File: src/rtl/t04_pkg.sv
// Shared opcode encodings, reset instruction and sequencer state type
// for the t04 multi-cycle RV32I core.
package t04_pkg;

    localparam logic [6:0] OP_LUI    = 7'b0110111;
    localparam logic [6:0] OP_AUIPC  = 7'b0010111;
    localparam logic [6:0] OP_JAL    = 7'b1101111;
    localparam logic [6:0] OP_JALR   = 7'b1100111;
    localparam logic [6:0] OP_BRANCH = 7'b1100011;
    localparam logic [6:0] OP_LOAD   = 7'b0000011;
    localparam logic [6:0] OP_STORE  = 7'b0100011;
    localparam logic [6:0] OP_IMM    = 7'b0010011;
    localparam logic [6:0] OP_OP     = 7'b0110011;
    localparam logic [6:0] OP_FENCE  = 7'b0001111;
    localparam logic [6:0] OP_SYSTEM = 7'b1110011;

    // ADDI x0, x0, 0
    localparam logic [31:0] NOP_INSTR = 32'h0000_0013;

    typedef enum logic [2:0] {
        S_IDLE   = 3'd0,
        S_FETCH  = 3'd1,
        S_DECODE = 3'd2,
        S_EXEC   = 3'd3,
        S_MEM    = 3'd4,
        S_WB     = 3'd5,
        S_HALT   = 3'd6
    } seq_state_t;

endpackage

File: src/rtl/t04_opclass.sv
// Combinational opcode classifier: tells the sequencer which phases and
// side effects an instruction needs. Unknown opcodes classify as a
// harmless NOP with legal=0.
module t04_opclass
    import t04_pkg::*;
(
    input  logic [6:0] opcode_i,
    output logic       writes_rd_o,
    output logic       is_load_o,
    output logic       is_store_o,
    output logic       is_ctrl_o,
    output logic       is_system_o,
    output logic       legal_o
);

    // Decode opcode into class flags
    always_comb begin
        writes_rd_o = 1'b0;
        is_load_o   = 1'b0;
        is_store_o  = 1'b0;
        is_ctrl_o   = 1'b0;
        is_system_o = 1'b0;
        legal_o     = 1'b1;
        case (opcode_i)
            OP_LUI, OP_AUIPC, OP_IMM, OP_OP: writes_rd_o = 1'b1;
            OP_JAL, OP_JALR: begin
                writes_rd_o = 1'b1;
                is_ctrl_o   = 1'b1;
            end
            OP_BRANCH: is_ctrl_o = 1'b1;
            OP_LOAD: begin
                writes_rd_o = 1'b1;
                is_load_o   = 1'b1;
            end
            OP_STORE:  is_store_o  = 1'b1;
            OP_FENCE:  ;
            OP_SYSTEM: is_system_o = 1'b1;
            default:   legal_o     = 1'b0;
        endcase
    end

endmodule

File: src/rtl/t04_instr_sequencer.sv
// Multi-cycle control FSM for the t04 core: owns PC and IR, steps each
// instruction through FETCH, DECODE, EXEC, optional MEM and WB. All
// strobes and requests are registered alongside the state.
module t04_instr_sequencer
    import t04_pkg::*;
#(
    parameter logic [31:0] RESET_PC = 32'h0000_0000
) (
    input  logic        clk,
    input  logic        nRst,
    input  logic        en,
    input  logic        imem_ack,
    input  logic [31:0] imem_rdata,
    input  logic [6:0]  opcode,
    input  logic        dmem_ack,
    input  logic        branch_taken,
    input  logic [31:0] branch_target,
    output logic [31:0] pc,
    output logic        imem_req,
    output logic [31:0] instr,
    output logic        ir_valid,
    output logic        exec_en,
    output logic        dmem_ren,
    output logic        dmem_wen,
    output logic        reg_wen,
    output logic        illegal,
    output logic        halted
);

    seq_state_t  state_q;
    logic [31:0] pc_q, pc_d, ir_q;
    logic        imem_req_q, ir_valid_q, exec_en_q;
    logic        dmem_ren_q, dmem_wen_q, reg_wen_q, illegal_q, halted_q;

    logic writes_rd, is_load, is_store, is_ctrl, is_system, legal;

    t04_opclass u_opclass (
        .opcode_i    (opcode),
        .writes_rd_o (writes_rd),
        .is_load_o   (is_load),
        .is_store_o  (is_store),
        .is_ctrl_o   (is_ctrl),
        .is_system_o (is_system),
        .legal_o     (legal)
    );

    // Next PC: word-aligned target only for taken control transfers
    always_comb begin
        pc_d = pc_q + 32'd4;
        if (branch_taken && is_ctrl) begin
            pc_d = branch_target & 32'hFFFF_FFFC;
        end
    end

    // Sequencer FSM with PC/IR and registered strobes
    always_ff @(posedge clk or negedge nRst) begin
        if (!nRst) begin
            state_q    <= S_IDLE;
            pc_q       <= RESET_PC;
            ir_q       <= NOP_INSTR;
            imem_req_q <= 1'b0;
            ir_valid_q <= 1'b0;
            exec_en_q  <= 1'b0;
            dmem_ren_q <= 1'b0;
            dmem_wen_q <= 1'b0;
            reg_wen_q  <= 1'b0;
            illegal_q  <= 1'b0;
            halted_q   <= 1'b0;
        end else begin
            case (state_q)
                S_IDLE: begin
                    if (en) begin
                        state_q    <= S_FETCH;
                        imem_req_q <= 1'b1;
                    end
                end
                S_FETCH: begin
                    if (imem_ack) begin
                        ir_q       <= imem_rdata;
                        imem_req_q <= 1'b0;
                        ir_valid_q <= 1'b1;
                        state_q    <= S_DECODE;
                    end
                end
                S_DECODE: begin
                    exec_en_q <= 1'b1;
                    state_q   <= S_EXEC;
                end
                S_EXEC: begin
                    exec_en_q <= 1'b0;
                    if (!legal) begin
                        illegal_q <= 1'b1;
                    end
                    if (is_load || is_store) begin
                        dmem_ren_q <= is_load;
                        dmem_wen_q <= is_store;
                        state_q    <= S_MEM;
                    end else begin
                        reg_wen_q <= writes_rd;
                        state_q   <= S_WB;
                    end
                end
                S_MEM: begin
                    if (dmem_ack) begin
                        dmem_ren_q <= 1'b0;
                        dmem_wen_q <= 1'b0;
                        reg_wen_q  <= writes_rd;
                        state_q    <= S_WB;
                    end
                end
                S_WB: begin
                    reg_wen_q  <= 1'b0;
                    ir_valid_q <= 1'b0;
                    pc_q       <= pc_d;
                    if (is_system) begin
                        halted_q <= 1'b1;
                        state_q  <= S_HALT;
                    end else if (en) begin
                        imem_req_q <= 1'b1;
                        state_q    <= S_FETCH;
                    end else begin
                        state_q <= S_IDLE;
                    end
                end
                S_HALT: state_q <= S_HALT;
                default: state_q <= S_IDLE;
            endcase
        end
    end

    assign pc       = pc_q;
    assign instr    = ir_q;
    assign imem_req = imem_req_q;
    assign ir_valid = ir_valid_q;
    assign exec_en  = exec_en_q;
    assign dmem_ren = dmem_ren_q;
    assign dmem_wen = dmem_wen_q;
    assign reg_wen  = reg_wen_q;
    assign illegal  = illegal_q;
    assign halted   = halted_q;

endmodule

File: config.mk
export PLATFORM = sky130hd
export DESIGN_NAME = t04_instr_sequencer
export DESIGN_NICKNAME = d
export VERILOG_FILES = /design/src/rtl/t04_pkg.sv /design/src/rtl/t04_opclass.sv /design/src/rtl/t04_instr_sequencer.sv
export SDC_FILE = /design/constraint.sdc
export NUM_CORES = 1
export LEC_CHECK = 0
export BUFFER_PORTS_ARGS = -buffer_cell sky130_fd_sc_hd__buf_2
export CAP_MARGIN = 30
export CORE_MARGIN = 3
export CORE_UTILIZATION = 49
export CTS_CLUSTER_SIZE = 14
export DETAILED_ROUTE_END_ITERATION = 8
export PLACE_DENSITY_LB_ADDON = 0.1
export SLEW_MARGIN = 20
export SYNTH_ARGS = -nofsm -noshare
export SYNTH_HDL_FRONTEND = slang
export SYNTH_SLANG_ARGS = --single-unit
export TNS_END_PERCENT = 100
File: constraint.sdc
create_clock -name clk -period 2.2 [get_ports clk]
set_clock_uncertainty 0.15 [all_clocks]
set_input_delay 0.22 -clock clk [delete_from_list [all_inputs] [get_ports clk]]
set_output_delay 0.22 -clock clk [all_outputs]
set_load 0.005 [all_outputs]
======== Word level (Yosys, flattened, before mapping) ========
Index checks and enable logic that the tools add are counted.
word-level totals
  flip-flop bits (word level) ............. 75
  input bits .............................. 77
  output and inout port bits .............. 72
  logic and storage cells ................. 84
operators by class
  $add $sub $neg .......................... 1
  equality and inequality tests ........... 23
  mux-type cells .......................... 29
  bitwise logic cells ..................... 1
  reductions and logical operators ........ 19
operator list
  kind                                                                   number
  32-bit by 3-bit adder with 32-bit output, second input constant        1
  32-bit two-way mux                                                     1
  7-bit equality test, second input constant                             4
  7-bit by 6-bit equality test with 1-bit output, second input constant  3
  3-bit case mux with 7 select lines                                     1
  1-bit two-way mux                                                      17
  7-bit by 5-bit equality test with 1-bit output, second input constant  2
  3-bit two-way mux                                                      4
  2-bit != test, second input constant                                   6
  3-bit AND reduction                                                    4
  11-bit OR reduction                                                    1
  3-bit equality test, second input constant                             3
  1-bit case mux with 2 select lines                                     4
  2-bit AND reduction                                                    4
  7-bit by 2-bit equality test with 1-bit output, second input constant  1
  7-bit by 4-bit equality test with 1-bit output, second input constant  1
  7-bit OR reduction                                                     1
  3-bit by 2-bit equality test with 1-bit output, second input constant  2
  1-bit case mux with 3 select lines                                     2
  2-bit nonzero test                                                     3
  3-bit nonzero test                                                     2
  3-bit by 1-bit equality test with 1-bit output, second input constant  1
  3-bit logical NOT                                                      1
  3-bit OR reduction                                                     1
  other kinds (3)                                                        3

======== Longest topological paths before layout ========
  depth in word-level cells ............... 5
  gate-level depth with buffers ........... 8

======== By module ========
A second synthesis with hierarchy kept.
unflattened totals
  cells, all modules ...................... 382
  area, all modules ....................... 3759.9 sq um
by module, submodules not included
  module               times used  cells each  area an instance (sq um)  seq. area each (sq um)
  t04_instr_sequencer  1           360         3637.2                    1830.5
  t04_opclass          1           22          122.6                     0.0

======== Least setup slack after synthesis ========
Ideal clock, no wire load.
  path type ............................... reg-to-reg
  start ................................... reg pc_q[2] (netlist: pc[2])
  end ..................................... reg pc_q[20] (netlist: pc[20])
  setup time .............................. 0.121 ns
  arrival ................................. 1.720 ns
  data required time ...................... 1.929 ns
  setup slack ............................. 0.209 ns
  cell stages (with the launch flop) ...... 8
  path buffers ............................ 1
  period minus slack after synthesis ...... 1.991 ns
  path through ............................ dfrtp_1 ha_1 nand3_1 or2_2 clkbuf_1 nor3_1 a31oi_1 o22a_1
on the way
  word-level cells in the longest chain between the ends .. 2
ends and longest elaborated chain
  item                                      RTL line                    RTL
  start: declaration                        t04_instr_sequencer.sv:31   logic [31:0] pc_q, pc_d, ir_q;
  start signal: assignment                  t04_instr_sequencer.sv:114  pc_q <= pc_d;
  32-bit by 3-bit adder with 32-bit output  t04_instr_sequencer.sv:49   pc_d = pc_q + 32'd4;
  32-bit two-way mux                        t04_instr_sequencer.sv:50   if (branch_taken && is_ctrl) begin
No other way between the ends.
A chain may end at the register's enable or synchronous reset.

======== Worst setup path in the final report ========
  start ................................... in opcode[5]
  end ..................................... reg pc_q[23] (netlist: pc[23])
on the way
  word-level cells in the longest chain between the ends .. 5
  elaborated cells on any way between the ends .. 7
  those cells by class .................... eq/ne: 3; mux: 2; reduce/logical: 2
ends and longest elaborated chain
  item                              RTL line                   RTL
  start: declaration                t04_instr_sequencer.sv:14  input logic [6:0] opcode,
  7-bit equality test               t04_opclass.sv:24          case (opcode_i)
  3-bit OR reduction (no line) (*)  --
  1-bit two-way mux (*)             t04_opclass.sv:24
  1-bit logical AND (*)             t04_instr_sequencer.sv:50
  32-bit two-way mux (*)            t04_instr_sequencer.sv:50
Mark *: on every way between the ends. The rest lies on a longest branch, timed or not.

==> metrics.md <==
| Metric | Value |
|---|---|
| Outcome | `complete, no violations` |
| Async SR Flop Fraction | `1.00` |
| Pleak | `0.00246 uW` |
| Setup crit start kind | `primary input` |
| Clk pin slew, worst setup/hold paths | `0.09 ns` |
| Main synth FF type | `dfrtp_1` |
| Dpl cells | `630` |
| Final Setup Violations | `0` |
| Synthesized cell area | `3840 um^2` |
| Synth Area in Compound Gates | `0.180` |
| Die height | `94.5 um` |
| Final Hold Violating Endpoints | `0` |
| Vias in the first global route | `3690` |
| Fin crit share | `0.944` |
| Largest net degree at the start of global routing | `58` |
| Remaining DRCs | `0` |
| Kind of critical path | `in -> reg` |
| Worst hold slack | `0.0189 ns` |
| Global-route wire length before repair | `18000 um` |
| Core ar. | `7450 um^2` |
| Fin crit period | `2.08 ns` |
| Most common cell after layout, fill and taps aside | `buf_2` |
| Seq cells post-synth | `73` |
| XOR/XNOR Fraction of Synth Area | `0` |
| Commonest non-fill, non-tap cells in the layout | `buf_2 (143), dfrtp_1 (70), dlygate4sd3_1 (36), nand2_1 (33), mux2_2 (33)` |
| Hold Path Cell Cnt | `3` |
| DR pass1 iterations | `5` |
| Latest clock arrival within the worst-skew pair | `0.35 ns` |
| Nets@finish | `657` |
| Placed Area | `4770 um^2` |
| Die ar. | `8940 um^2` |
| Die W | `94.5 um` |
| End of the worst hold path | `pc[12]$_DFFE_PN0N_` |
| Layout area overhead | `40.3%` |
| Post-synthesis adder-cell area fraction | `0.00326` |
| Routed Antenna Nets | `0` |
| Clock Tree Root | `clkbuf_8` |
| Reg2reg end | `pc[22]$_DFFE_PN0N_` |
| Slew Viols, Final | `0` |
| Internal reg-to-reg setup slack | `0.19 ns` |
| Final std cells w/o fill | `683` |
| Synth top area share | `0.456` |
| RSZ-0062 raised after global routing | `false` |
| Tightest Hold Check Type | `in -> reg` |
| Starting density of the core | `0.516` |
| Arr. time, crit path | `2.15 ns` |
| Iter 0 DRT Violations | `178` |
| Boundary Pins | `149` |
| Top post-synthesis cells by area | `dfrtp_1 (46%), mux2_2 (9.7%), a21oi_1 (4.0%)` |
| Power per cell area | `973 nW/um^2` |
| Syn_area_per_cell | `9.77 um^2` |
| Filler cell count | `578` |
| Register area share after synthesis | `0.477` |
| Post-CTS Setup Bufs | `0` |
| Global route overflow | `0` |
| Share of layout cells above drive strength 1 | `0.394` |
| Worst Reg-to-Reg Cells | `7` |
| CTS tree | `yes` |
| DR WL/cell | `16.8 um` |
| Hold Crit Start | `branch_target[12]` |
| # rows | `31` |
| DR vias | `3845` |
| Worst-path maximum fanout | `29` |
| Design area | `5390 um^2` |
| Post-DP HPWL | `7460 um` |
| Largest family of logic cells by synthesized area | `simple AND/OR/NAND/NOR gates` |
| I/O Buffers | `144` |
| Synthesized instance count | `393` |
| Diodes inserted | `0` |
| CP endpoint kind | `register` |
| Overall power | `5240 uW` |
| Synth Warn # | `0` |
| CTS sink count | `73` |
| Total Routed Length | `11500 um` |
| Number of synthesized flops with an enable pin | `0` |
| Most area-hungry cell type in the Yosys netlist | `dfrtp_1` |
| Longest Clk Path Bufs | `2` |
| Worst reg2reg path startpoint | `pc[2]$_DFFE_PN0N_` |
| Setup TNS | `0 ns` |
| Critical Path Start | `opcode[5]` |
| Vias/cell | `5.63` |
| GRT Util Overall | `0.258` |
| Data required, critical path | `2.27 ns` |
| Fmax | `482 MHz` |
| Post-synthesis mux area share | `0.0993` |
| Initial antenna violation count | `2` |
| Worst IR Drop VDD | `0.000722 V` |
| Post-synth cell types | `64` |
| Cts bufs inserted | `9` |
| Placer congestion estimate | `0.865` |
| H-tree levels | `3` |
| Total of max-cap violations | `0` |
| Synth Area in Simple Gates | `0.199` |
repair_timing:
item / 4_1_cts / 5_1_grt
hold buffers: 36 / 0
resized for setup: 0 / 2
hold endpoints to repair: 67 / 0
endpoints found under the setup margin: 0 / 2
worst max-delay path by stage:
| stage | slack, ns | cells past startpoint | to |
|---|---|---|---|
| 6_report | 0.12 | 8 | pc[23]$_DFFE_PN0N_ |
| 5_1_grt | 0.04 | 8 | pc[23]$_DFFE_PN0N_ |
| 4_1_cts | 0.12 | 6 | pc[20]$_DFFE_PN0N_ |
| 3_5_place_dp | 0.13 | 6 | pc[20]$_DFFE_PN0N_ |
| 3_3_place_gp | 0.17 | 6 | pc[20]$_DFFE_PN0N_ |
| 2_1_floorplan | 0.21 | 7 | pc[20]$_DFFE_PN0N_ |
worst max-delay path, cell delays in order:
cell           delay (ns)
dlygate4sd3_1        0.52
buf_2                0.19
nand4b_1             0.15
or3_4                0.40
buf_12               0.18
or3_1                0.31
o21ai_0              0.09
a311oi_1             0.07
Yosys cell counts, drive strengths merged (2+ instances only):
master   instances
dfrtp           70
mux2            33
nand2           33
a21oi           31
nor2            26
o21ai           25
nand3           21
buf             16
nor3            14
clkbuf          11
nand4           11
inv              9
and3             8
o22ai            8
a2bb2oi          6
or3              5
a311oi           4
nor4             4
o32ai            4
or2              4
a211o            3
a31oi            3
dfstp            3
nand2b           3
o22a             3
or4              3
a211oi           2
and4             2
nand4b           2
nor2b            2
o21bai           2
o31ai            2
registers in the layout (all words and copies together) (netlist names):
name / cells
dmem_ren: 1
dmem_wen: 1
exec_en: 1
halted: 1
illegal: 1
imem_req: 1
instr: 32
ir_valid: 1
pc: 30
reg_wen: 1
state_q: 3
power by group:
| part | switching [uW] | leakage, uW | internal, uW |
|---|---|---|---|
| Sequential | 361 | 0.000868 | 1820 |
| Combinational | 897 | 0.00148 | 991 |
| Clock | 536 | 0.000107 | 643 |
cell families after synthesis:
group           count (synthesis)
fa+ha+maj                       1
other cells                     1
buf+inv                        36
compound gates                107
flops                          73
mux                            34
simple gates                  141
cell type report:
| type | count | area (um^2) | area share |
|---|---|---|---|
| Sequential cell | 73 | 1830 | 0.340 |
| Clock inverter | 6 | 90.1 | 0.0167 |
| Inverter | 9 | 33.8 | 0.00627 |
| Multi-Input combinational cell | 285 | 1870 | 0.348 |
| Clock buffer | 10 | 128 | 0.0237 |
| Tap cell | 99 | 124 | 0.0230 |
| Timing Repair Buffer | 201 | 1310 | 0.243 |
layer usage:
layer  wire length, um  vias to the layer above  GRT usage  part of all wire
met1              4760                     1831      0.334              0.41
met3               866                       24     0.0582             0.075
met5                27                        -          0            0.0023
met2              5620                      151      0.425              0.49
li1                  -                     1835          -                 -
met4               229                        4     0.0974             0.020
through the flow:
stage                util  setup slack [ns]
floorplan               -             0.209
global placement    0.641             0.173
detailed placement  0.641             0.135
CTS                 0.719             0.121
global route        0.723            0.0361
finish              0.723             0.123
Note: power is estimated with default switching activity, not from simulation.
